[config.mk]
export PLATFORM = sky130hd
export DESIGN_NAME = apb_master
export DESIGN_NICKNAME = d
export VERILOG_FILES = /design/src/rtl/apb_pkg.sv /design/src/rtl/apb_wait_timer.sv /design/src/rtl/apb_master.sv
export SDC_FILE = /design/constraint.sdc
export NUM_CORES = 1
export LEC_CHECK = 0
export ABC_AREA = 1
export BUFFER_PORTS_ARGS = -buffer_cell sky130_fd_sc_hd__buf_4
export CAP_MARGIN = 20
export CORE_MARGIN = 5
export CORE_UTILIZATION = 50
export DETAILED_ROUTE_END_ITERATION = 16
export GPL_ROUTABILITY_DRIVEN = 0
export PLACE_DENSITY_LB_ADDON = 0.08
export SLEW_MARGIN = 10
export SYNTH_ARGS = -nofsm -noshare
export SYNTH_HDL_FRONTEND = slang
export SYNTH_SLANG_ARGS = --single-unit
[constraint.sdc]
create_clock -name pclk -period 10.4 [get_ports pclk]
set_clock_uncertainty 0.1 [all_clocks]
set_input_delay 1.04 -clock pclk [delete_from_list [all_inputs] [get_ports pclk]]
set_output_delay 1.04 -clock pclk [all_outputs]
set_load 0.05 [all_outputs]
[src/rtl/apb_pkg.sv]
// Shared types and default widths for the APB requester and its wait timer.
// Latency: n/a (declarations only).
// Backpressure: n/a (declarations only).
package apb_pkg;

    localparam int APB_ADDR_W    = 32;
    localparam int APB_DATA_W    = 32;
    localparam int APB_TIMEOUT   = 16;
    // Response data is carried at this width internally; DATA_W must not exceed it.
    localparam int APB_RSP_MAX_W = 64;

    typedef enum logic [1:0] {
        IDLE   = 2'd0,
        SETUP  = 2'd1,
        ACCESS = 2'd2,
        RESP   = 2'd3
    } apb_state_e;

    typedef struct packed {
        logic [APB_RSP_MAX_W-1:0] rdata;
        logic                     err;
        logic                     timeout;
    } apb_rsp_t;

    // Wait counter width: enough to hold TIMEOUT itself, never narrower than 1 bit.
    function automatic int apb_cnt_w(input int timeout);
        return (timeout < 1) ? 1 : $clog2(timeout + 1);
    endfunction

endpackage

[src/rtl/apb_wait_timer.sv]
// Counts ACCESS cycles spent waiting for pready; flags when the abort point is reached.
// Latency: expire is decoded from the count register, valid the cycle the count gets there.
// Backpressure: none; count saturates at TIMEOUT, and TIMEOUT = 0 ties expire low.
module apb_wait_timer
    import apb_pkg::*;
#(
    parameter int TIMEOUT = APB_TIMEOUT
) (
    input  logic pclk,
    input  logic preset,
    input  logic clr,
    input  logic en,
    output logic expire
);

    generate
        if (TIMEOUT == 0) begin : g_off
            logic unused_timer_inputs;
            assign unused_timer_inputs = ^{pclk, preset, clr, en};
            assign expire = 1'b0;
        end else begin : g_on
            localparam int CW = apb_cnt_w(TIMEOUT);

            logic [CW-1:0] cnt;

            // Saturating wait counter: cleared per command, advanced on each unready ACCESS cycle.
            always_ff @(posedge pclk or posedge preset) begin
                if (preset) begin
                    cnt <= '0;
                end else if (clr) begin
                    cnt <= '0;
                end else if (en && (cnt != CW'(TIMEOUT))) begin
                    cnt <= cnt + CW'(1);
                end
            end

            // The count equals the number of unready cycles already spent in ACCESS,
            // so TIMEOUT-1 means this is the TIMEOUT-th ACCESS cycle.
            assign expire = (cnt == CW'(TIMEOUT - 1));
        end
    endgenerate

endmodule

[src/rtl/apb_master.sv]
// Single-outstanding APB3 requester: cmd valid/ready in, SETUP/ACCESS on the bus, buffered response out.
// Latency: handshake at edge 0 -> rsp_valid in cycle 3, plus one cycle per pready-low ACCESS cycle.
// Backpressure: response held until rsp_ready; cmd_ready is low from acceptance until the response is taken.
module apb_master
    import apb_pkg::*;
#(
    parameter int ADDR_W  = APB_ADDR_W,
    parameter int DATA_W  = APB_DATA_W,
    parameter int TIMEOUT = APB_TIMEOUT
) (
    input  logic              pclk,
    input  logic              preset,
    // command channel
    input  logic              cmd_valid,
    output logic              cmd_ready,
    input  logic              cmd_write,
    input  logic [ADDR_W-1:0] cmd_addr,
    input  logic [DATA_W-1:0] cmd_wdata,
    // response channel
    output logic              rsp_valid,
    input  logic              rsp_ready,
    output logic [DATA_W-1:0] rsp_rdata,
    output logic              rsp_err,
    output logic              rsp_timeout,
    // APB requester side
    output logic [ADDR_W-1:0] paddr,
    output logic [DATA_W-1:0] pwdata,
    output logic              pwrite,
    output logic              psel,
    output logic              penable,
    input  logic [DATA_W-1:0] prdata,
    input  logic              pready,
    input  logic              pslverr
);

    apb_state_e state;
    apb_rsp_t   rsp_q;
    logic       cmd_hs;
    logic       timer_en;
    logic       timer_expire;

    // cmd_ready is a pure state decode so no input reaches it combinationally.
    assign cmd_ready = (state == IDLE);
    assign cmd_hs    = cmd_valid && cmd_ready;
    assign timer_en  = (state == ACCESS) && !pready;

    apb_wait_timer #(
        .TIMEOUT (TIMEOUT)
    ) u_wait_timer (
        .pclk   (pclk),
        .preset (preset),
        .clr    (cmd_hs),
        .en     (timer_en),
        .expire (timer_expire)
    );

    assign rsp_rdata   = DATA_W'(rsp_q.rdata);
    assign rsp_err     = rsp_q.err;
    assign rsp_timeout = rsp_q.timeout;

    // Transfer FSM with registered APB strobes, address/data latch and response buffer.
    always_ff @(posedge pclk or posedge preset) begin
        if (preset) begin
            state     <= IDLE;
            paddr     <= '0;
            pwdata    <= '0;
            pwrite    <= 1'b0;
            psel      <= 1'b0;
            penable   <= 1'b0;
            rsp_valid <= 1'b0;
            rsp_q     <= '0;
        end else begin
            unique case (state)
                IDLE: begin
                    if (cmd_valid) begin
                        paddr   <= cmd_addr;
                        pwdata  <= cmd_wdata;
                        pwrite  <= cmd_write;
                        psel    <= 1'b1;
                        penable <= 1'b0;
                        state   <= SETUP;
                    end
                end
                SETUP: begin
                    penable <= 1'b1;
                    state   <= ACCESS;
                end
                ACCESS: begin
                    // pready is checked first so a completion on the last allowed cycle is not aborted.
                    if (pready) begin
                        rsp_q.rdata   <= pwrite ? '0 : APB_RSP_MAX_W'(prdata);
                        rsp_q.err     <= pslverr;
                        rsp_q.timeout <= 1'b0;
                        psel          <= 1'b0;
                        penable       <= 1'b0;
                        rsp_valid     <= 1'b1;
                        state         <= RESP;
                    end else if (timer_expire) begin
                        rsp_q.rdata   <= '0;
                        rsp_q.err     <= 1'b1;
                        rsp_q.timeout <= 1'b1;
                        psel          <= 1'b0;
                        penable       <= 1'b0;
                        rsp_valid     <= 1'b1;
                        state         <= RESP;
                    end
                end
                RESP: begin
                    if (rsp_ready) begin
                        rsp_valid <= 1'b0;
                        state     <= IDLE;
                    end
                end
                default: state <= IDLE;
            endcase
        end
    end

    // SETUP always leads into ACCESS with the transfer attributes unchanged.
    a_setup_to_access: assert property (@(posedge pclk) disable iff (preset)
        (psel && !penable) |=> (psel && penable && $stable(paddr) && $stable(pwdata) && $stable(pwrite)));

    // A wait state without abort keeps the transfer on the bus unchanged.
    a_wait_stable: assert property (@(posedge pclk) disable iff (preset)
        (psel && penable && !pready && !timer_expire)
            |=> (psel && penable && $stable(paddr) && $stable(pwdata) && $stable(pwrite)));

    // A pending response is held stable until it is taken.
    a_rsp_hold: assert property (@(posedge pclk) disable iff (preset)
        (rsp_valid && !rsp_ready) |=> (rsp_valid && $stable(rsp_q)));

    // No new command while a response is outstanding.
    a_no_cmd_in_resp: assert property (@(posedge pclk) disable iff (preset)
        rsp_valid |-> !cmd_ready);

endmodule

==> run metrics, run 1 <==
status complete, no violations; initial antenna violation count 0; layout net count 808; CP Capture Type flop; DRC 0; placed instance count 793; Worst-path clk slew 0.09 ns; placed inst area 6007 sq um; Hold Path Class flop to flop; DR WL met3 995 microns; Seq/Total Area, Yosys 61.67%; P_leak roughly 3.6 nW; port bufs between 200 and 250; H-Tree Depth 3; Worst setup SP type flop; vias in the first global route 3935; P&R area growth vs syn 41.36%; pwr dens 389.7 nW/um^2; Post-Syn Area about 4400 sq um; CP Class flop to flop; CTS tree built; CTS root buf clkbuf_8; Min Clock Period, post-route around 2.6 ns; worst setup margin 7.772 ns; final wirelength roughly 11000 microns; M1 WL 4623 microns; Gate Count Post-Synth 501; Die Wd 104.1 microns; ratio of cells with drive above 1 in the final layout around a third; DRT iter0 DRCs 164; IO Count 206; ant diodes 0; peak supply drop 0.2874 mV; DPL Wire Length a little over 8000 microns; Tot Pwr 2.436 mW; total clock sinks 109; Synth Area per Inst slightly below 9 sq um; slew margin rel. 40.41%; Final setup viols 0; Vias/cell ~4.9; critical-path maximum fanout 36; synth top area cells dfrtp_1 (62%), nand2_1 (24%), nand3_1 (4.9%); global-route wire length before repair roughly 19000 microns; post-CTS sizing 0; Hold Buf Count CTS 0; GRT overflow 0; worst-skew pair later-pin latency roughly 0.35 ns; DR vias 3947; Rows 34; Post-Layout Cell Count 810; Total GRT Usage 20.83%; max-slew violations 0; met2 wire len ~5400 microns; fin util 72.04%; Post-Syn Nets ~610; Place WS 7.551 ns; Max Cap Violations 0; Synth area leader dfrtp_1; uppermost routed layer met4; RSZ-0062 raised after global routing false; FF+latch count, synth between 100 and 150; die area ~11000 sq um; TritonRoute pass-1 iters 4; ANT nets after route 0; CTS buffer count 9; core footprint 8678 sq um; Starting Density 50.97%; Fmax 0.3805 GHz; share of the synthesized area in the top cell type 61.67%; Hold Violations, Final 0; critical path arrival 2.77 ns; ratio of final minimum period to clock period 25.27%; post-CTS setup buffer count 0; hold slack 0.3852 ns; clk buf depth 2; Post-Layout Inst Area approximately 6300 sq um; warnings from Yosys 0; Worst Path Required 10.54 ns; Die Height 104.1 microns; Sum Neg Setup Slack 0 ns; largest net degree at the start of global routing 75; drt wl/cell around 14 microns; Slew @ Worst Pin just under 0.9 ns; Netlist cell types 21
[final timing paths]
check,start,to,slack (ns),cells past startpoint
max in group asynchronous,preset,rsp_rdata[22]$_DFFE_PP0P_,8.35,3
hold reg to reg,paddr[24]$_DFFE_PP0P_,paddr[24]$_DFFE_PP0P_,0.39,2
setup reg to reg,u_wait_timer.g_on.cnt[0]$_DFFE_PP0P_,rsp_rdata[25]$_DFFE_PP0P_,7.77,9
min in group asynchronous,preset,pwdata[13]$_DFFE_PP0P_,0.62,2
hold / removal,paddr[24]$_DFFE_PP0P_,paddr[24]$_DFFE_PP0P_,0.39,2
setup / recovery,u_wait_timer.g_on.cnt[0]$_DFFE_PP0P_,rsp_rdata[25]$_DFFE_PP0P_,7.77,9
[metal layers]
| metal | global-route usage (%) | up-vias |
|---|---|---|
| met3 | 7.014 | 18 |
| met2 | 33.42 | 135 |
| met4 | 6.568 | 0 |
| met5 | 0 | - |
| met1 | 26.74 | 1851 |
| li1 | - | 1943 |
[sequential cells by signal, summed over array words and instances, names as in the netlist]
| register | count |
|---|---|
| rsp_err | 1 |
| rsp_rdata | 32 |
| rsp_valid | 1 |
| state | 2 |
| penable | 1 |
| u_wait_timer.g_on.cnt | 5 |
| paddr | 32 |
| psel | 1 |
| pwdata | 32 |
| pwrite | 1 |
| rsp_timeout | 1 |
[synth_stat cells]
cell,n
nand2_1,278
dfrtp_1,109
nand3_1,43
inv_1,14
buf_2,11
ha_1,8
clkbuf_1,7
nor2_1,5
nand4_1,4
o21ai_0,4
buf_4,3
buf_6,3
inv_2,3
a21oi_1,2
a21oi_4,1
nor2_2,1
o211ai_1,1
o21a_1,1
o22a_1,1
or2_2,1
xor2_1,1
[area by class of cell]
class,count,area [sq um]
clock inverter,5,83.83
fill,658,2426
sequential,109,2728
inverter,17,66.31
multi-input combinational,351,1496
clock buffer,11,141.4
timing repair buffer,209,1602
tap,108,135.1
[report_power, final]
group          internal (mW)  leakage, nW  switching [mW]
Combinational          0.398         2.10            1.01
Clock                  0.143        0.106           0.141
Sequential             0.623         1.39           0.119
[critical path, cell delays in order (launching register included)]
cell	delay, ns
dfrtp_1	0.42
ha_1	0.20
nand2_1	0.06
nor2_1	0.10
ha_1	0.15
inv_1	0.07
a21oi_4	0.71
inv_2	0.46
nand2_1	0.19
nand2_1	0.07
[kinds of logic after synthesis]
group / synth area share, %
xor gates and xnor gates: 0.1981
and+or+nand+nor: 29.73
AOI/OAI and AO/OA: 1.584
DFF: 61.67
buffers and inverters: 4.554
adders and majority gates: 2.263
[cells in the final DEF, fill, tap and decap left out, types with 2 or more instances in the layout]
cell | netlist | routed
a21oi_1 | 2 | 2
buf_4 | 3 | 207
bufinv_16 | 0 | 2
clkbuf_8 | 0 | 10
clkinvlp_4 | 0 | 2
dfrtp_1 | 109 | 109
ha_1 | 8 | 8
inv_1 | 14 | 12
inv_2 | 3 | 4
nand2_1 | 278 | 277
nand3_1 | 43 | 43
nand4_1 | 4 | 4
nor2_1 | 5 | 5
o21ai_0 | 4 | 4
No activity file was read; power rests on OpenSTA's default activity.
==> run 2, diff against run 1 <==
CORE_UTILIZATION = 42   (was 50)
clock period = 2.4 ns   (was 10.4 ns; I/O delays follow)
==> run 2 against run 1 <==
Power grew to 4.3 times the previous value. Worst setup slack lost 7.3 ns. Critical endpoint is now rsp_rdata[27]$_DFFE_PP0P_. Combinational power grew to 4.5 times the previous value. Largest power group unchanged. Flip-flop and latch count is the same. Clock power grew to 3.6 times the previous value. Register-to-register slack lost 7.3 ns. Global-route usage grew 0.54 points. Critical path type unchanged.
==> run metrics, run 2 (synthesis gave the netlist of run 1 again) <==
DRC 0 (unchanged); initial antenna violation count 0 (unchanged); port bufs 205 (unchanged); layout net count 906 (+12%); Hold Buf Count CTS 91 (+91); ANT nets after route 0 (unchanged); status complete, no violations; H-Tree Depth 3 (unchanged); FF-to-FF Start u_wait_timer.g_on.cnt[0]$_DFFE_PP0P_; Fmax 0.5268 GHz (+38%); pwr dens 1466 nW/um^2 (+280%); CP Class flop to flop; most common cell after layout, fill and taps aside nand2_1; DPL Wire Length 8655 microns (+6.2%); final wirelength 13460 microns (+20%); largest net degree at the start of global routing 110 (+47%); peak supply drop 0.8445 mV (+190%); Worst setup SP type flop; P_leak 3.979 nW (+11%); ratio of final minimum period to clock period 79.09% (+54 points); Total GRT Usage 21.36% (+0.54 points); DR vias 4392 (+11%); most frequent cells in the layout nand2_1 (277), buf_4 (212), dfrtp_1 (109), dlygate4sd3_1 (94), nand3_1 (43); Hold Path Class primary input to flop; hold depth 3 (+1); Die Height 112.6 microns (+8.2%); Worst Path Required 2.59 ns (-7.95 ns); hold_sp prdata[6]; critical-path maximum fanout 32 (-11%); placed inst area 6073 sq um (+1.1%); drt wl/cell 14.38 microns (+3.5%); RSZ-0062 raised after global routing false; Rows 37 (+8.8%); IO Count 206 (unchanged); post-CTS setup buffer count 0 (unchanged); post-CTS sizing 0 (unchanged); slew margin rel. 60.47% (+20 points); Starting Density 43.04% (-7.9 points); Sum Neg Setup Slack 0 ns (unchanged); Max Cap Violations 0 (unchanged); max-slew violations 0 (unchanged); fin util 69.94% (-2.1 points); critical path arrival 2.09 ns (-0.68 ns); CP Capture Type flop; Final setup viols 0 (unchanged); CTS buffer count 9 (unchanged); Hold Violations, Final 0 (unchanged); P&R area growth vs syn 62.52%; die area 12680 sq um (+17%); CTS root buf clkbuf_8; R2R depth 9 (unchanged); vias in the first global route 4534 (+15%); global-route wire length before repair 22160 microns (+17%); ratio of cells with drive above 1 in the final layout 29.50% (-3.7 points); ant diodes 0 (unchanged); Worst-path clk slew 0.09 ns (about the same); DRT iter0 DRCs 299 (+82%); Fill cells 794 (+21%); worst-skew pair later-pin latency 0.36 ns (about the same); GRT overflow 0 (unchanged); CTS tree built; Setup crit start u_wait_timer.g_on.cnt[0]$_DFFE_PP0P_; Post-Layout Inst Area 7188 sq um (+15%); clk buf depth 2 (unchanged); Min Clock Period, post-route 1.898 ns (-0.7301 ns); Slew @ Worst Pin 0.5929 ns (-0.2990 ns); Die Wd 112.6 microns (+8.2%); Vias/cell 4.692 (-3.7%); total clock sinks 109 (unchanged); TritonRoute pass-1 iters 4 (unchanged); core footprint 10280 sq um (+18%)
[run 2: cell types whose count changed in the layout (fill, tap and decap cells not counted), sizes merged]
cell         change
buf              +4
bufinv           -2
clkinv           +1
dlygate4sd3     +94
inv              +1
[run 2: stage by stage]
| stage | power [mW] | cells | hold slack [ns] | worst slack (ns) |
|---|---|---|---|---|
| 4_1_cts | 10.59 | 933 | 0.001068 | 0.4719 |
| 5_1_grt | 11.17 | 936 | 0.01194 | 0.3502 |
| 3_5_place_dp | 9.432 | 826 | 0.3394 | 0.4992 |
| 3_3_place_gp | 9.313 | 826 | 0.3329 | 0.5905 |
| 6_report | 10.54 | 936 | 0.01889 | 0.5018 |
| 2_1_floorplan | 7.452 | 501 | 0.2496 | 0.5377 |
[run 2: layout make-up]
type	instances	area, sq um	share of cell area [%]
sequential	109	2728	37.95
clock buffer	11	131.4	1.828
multi-input combinational	351	1496	20.82
inverter	17	67.56	0.9399
timing repair buffer	307	2552	35.51
clock inverter	5	42.54	0.5918
tap	136	170.2	2.367
[run 2: worst paths after layout]
check	to	slack, ns
max	rsp_rdata[27]$_DFFE_PP0P_	0.50
min	rsp_rdata[6]$_DFFE_PP0P_	0.02
max reg2reg	rsp_rdata[27]$_DFFE_PP0P_	0.50
min reg2reg	rsp_rdata[9]$_DFFE_PP0P_	0.39
max in group asynchronous	u_wait_timer.g_on.cnt[0]$_DFFE_PP0P_	1.24
min in group asynchronous	paddr[19]$_DFFE_PP0P_	0.48
[run 2: worst max-delay path, cell delays in order (launching register included)]
cell and delay (ns):
dfrtp_1 0.43, ha_1 0.25, nand2_1 0.07, nor2_1 0.04
ha_1 0.16, inv_1 0.11, a21oi_4 0.08, inv_2 0.37
nand2_1 0.12, nand2_1 0.10
[run 2: metal layers]
layer	up-vias	wire length (microns)	global-route usage [%]
li1	2127	-	-
met1	2081	5448	26.26
met2	156	6659	34.99
met3	28	983	6.523
met4	0	369	8.894
met5	-	0	0
[run 2: report_power, final]
| part | switching [mW] | internal (mW) |
|---|---|---|
| Clock | 0.632 | 0.391 |
| Combinational | 4.46 | 1.82 |
| Sequential | 0.536 | 2.70 |
==> run 3, diff against run 2 <==
CORE_UTILIZATION = 47   (was 42)
clock period = 1.8 ns   (was 2.4 ns; I/O delays follow)
==> run 3 against run 2 <==
Die area decreased by 9.7%. Flip-flop and latch count unchanged. Critical path depth increased by 1. Final area increased by 2.9%. Global-route usage increased by 2.5 points. Hold slack improved by 0.047 ns. Combinational power increased by 38%. Critical path type unchanged. Sequential power increased by 33%.
==> run metrics, run 3 (synthesis gave the netlist of run 1 again) <==
status complete, no violations; critical-path maximum fanout 13 (-59%); core footprint 9196 sq um (-11%); Min Clock Period, post-route 1.698 ns (-0.2002 ns); Max Cap Violations 0 (unchanged); H-Tree Depth 3 (unchanged); Worst setup SP type flop; slowest CP cell dfrtp_1; Fmax 0.5889 GHz (+12%); Rows 35 (-5.4%); fin util 80.44% (+10 points); pwr dens 1945 nW/um^2 (+33%); TritonRoute pass-1 iters 4 (unchanged); DRT iter0 DRCs 182 (-39%); hold depth 5 (+2); layout net count 921 (+1.7%); CP Class flop to flop; Slew @ Worst Pin 0.5272 ns (-0.06571 ns); Die Wd 107.0 microns (-5.0%); critical path arrival 1.89 ns (-0.20 ns); GRT overflow 0 (unchanged); Worst Path Required 1.99 ns (-0.60 ns); Place WS -0.05224 ns (-0.5515 ns); Register Area 2728 sq um (unchanged); Total GRT Usage 23.85% (+2.5 points); most frequent cells in the layout nand2_1 (277), buf_4 (215), dfrtp_1 (109), dlygate4sd3_1 (100), nand3_1 (42); hold slack 0.06560 ns (+0.04671 ns); crit-path max cell delay 0.37 ns (-0.06 ns); Starting Density 48.10% (+5.1 points); CTS root buf clkbuf_8; Fill cells 575 (-28%); P_leak 4.093 nW (+2.9%); largest net degree at the start of global routing 75 (-32%); DRC 0 (unchanged); DPL Wire Length 8234 microns (-4.9%); max-slew violations 0 (unchanged); peak supply drop 1.169 mV (+38%); ratio of cells with drive above 1 in the final layout 30.67% (+1.2 points); ratio of final minimum period to clock period 94.33% (+15 points); initial antenna violation count 0 (unchanged); vias in the first global route 4649 (+2.5%); Hold Violations, Final 0 (unchanged); Worst-path clk slew 0.11 ns (+0.02 ns); most common cell after layout, fill and taps aside nand2_1; Hold Path Class primary input to flop; Final setup viols 0 (unchanged); Top cell by count, worst path nand2_1; Die Height 107.0 microns (-5.0%); ANT nets after route 0 (unchanged); DR vias 4469 (+1.8%); Sum Neg Setup Slack 0 ns (unchanged); clk buf depth 2 (unchanged); worst-skew pair later-pin latency 0.36 ns (about the same); CTS buffer count 9 (unchanged); port bufs 205 (unchanged); P&R area growth vs syn 67.24%; ant diodes 0 (unchanged); CP Cell Sequence ha_2 > nand2_1 > nor2_1 > ha_1 > inv_1 > a21oi_4 > buf_12 > clkbuf_16 > nand3_1 > nand2_1; CTS tree built; drt wl/cell 14.96 microns (+4.0%); final wirelength 13860 microns (+2.9%); global-route wire length before repair 22130 microns (-0.12%); multi-input logic area 1509 sq um (+0.84%); die area 11450 sq um (-9.7%); worst setup margin 0.1021 ns (-0.3998 ns); CP Capture Type flop; IO Count 206 (unchanged); slew margin rel. 64.85% (+4.4 points); total clock sinks 109 (unchanged); Vias/cell 4.826 (+2.9%); R2R depth 10 (+1)
run 3: changes by cell type in the layout (fill, tap and decap cells not counted), moves of 2 or more:
cell           before  now
ha_1                8    6
buf_4             212  215
ha_2                0    2
buf_12              1    6
inv_6               2    4
clkinv_4            2    0
dlygate4sd3_1      94  100
run 3: area by class of cell:
type	count	area share [%]
Clock buffer	11	1.911
Clock inverter	5	0.5413
Inverter	17	1.083
Multi-Input combinational cell	351	20.40
Sequential cell	109	36.87
Tap cell	111	1.878
Timing Repair Buffer	322	37.31
run 3: stage by stage:
| stage | cell area [sq um] | power, mW | instances |
|---|---|---|---|
| 2_1_floorplan | 4429 | 9.942 | 501 |
| 3_3_place_gp | 6112 | 12.49 | 805 |
| 3_5_place_dp | 6112 | 12.63 | 805 |
| 4_1_cts | 7301 | 14.24 | 921 |
| 5_1_grt | 7397 | 15.15 | 926 |
| 6_report | 7397 | 14.38 | 926 |
run 3: worst max-delay path: cells and delay by family, from the launching register on:
family	cells	cell delay [ns]
and+or+nand+nor	4	0.29
AOI/OAI and AO/OA	1	0.17
DFF	1	0.37
buffers and inverters	3	0.39
adders and majority gates	2	0.33
run 3: where the power goes:
| part | total, mW | leakage [nW] | internal [mW] | switching (mW) |
|---|---|---|---|---|
| sequential | 4.30 | 1.39 | 3.60 | 0.702 |
| combinational | 8.67 | 2.61 | 2.61 | 6.06 |
| clock | 1.41 | 0.0951 | 0.562 | 0.847 |
| total | 14.4 | 4.09 | 6.77 | 7.61 |
run 3: path summary, 6_finish.rpt:
check / from / to / slack (ns)
min in group asynchronous: preset / rsp_rdata[31]$_DFFE_PP0P_ / 0.41
max in group asynchronous: preset / paddr[31]$_DFFE_PP0P_ / 0.74
worst max register to register: u_wait_timer.g_on.cnt[0]$_DFFE_PP0P_ / rsp_rdata[11]$_DFFE_PP0P_ / 0.10
worst min-delay path: rsp_ready / rsp_valid$_DFFE_PP0P_ / 0.07
worst min register to register: pwdata[0]$_DFFE_PP0P_ / pwdata[0]$_DFFE_PP0P_ / 0.39
worst max-delay path: u_wait_timer.g_on.cnt[0]$_DFFE_PP0P_ / rsp_rdata[11]$_DFFE_PP0P_ / 0.10
run 3: timing repair:
item | 4_1_cts | 5_1_grt
setup buffers | 0 | 4
setup endpoints to repair | 32 | 38
hold buffers | 100 | 0
resized for setup | 2 | 9
pin swaps | 0 | 2
hold endpoints to repair | 208 | 0
cloned | 0 | 1
run 3: routing by layer:
metal	wire, microns	vias up	track usage [%]
met5	0	-	0
met3	960	24	4.877
met4	259	0	7.306
met1	5450	2113	29.86
met2	7184	172	41.64
li1	-	2160	-
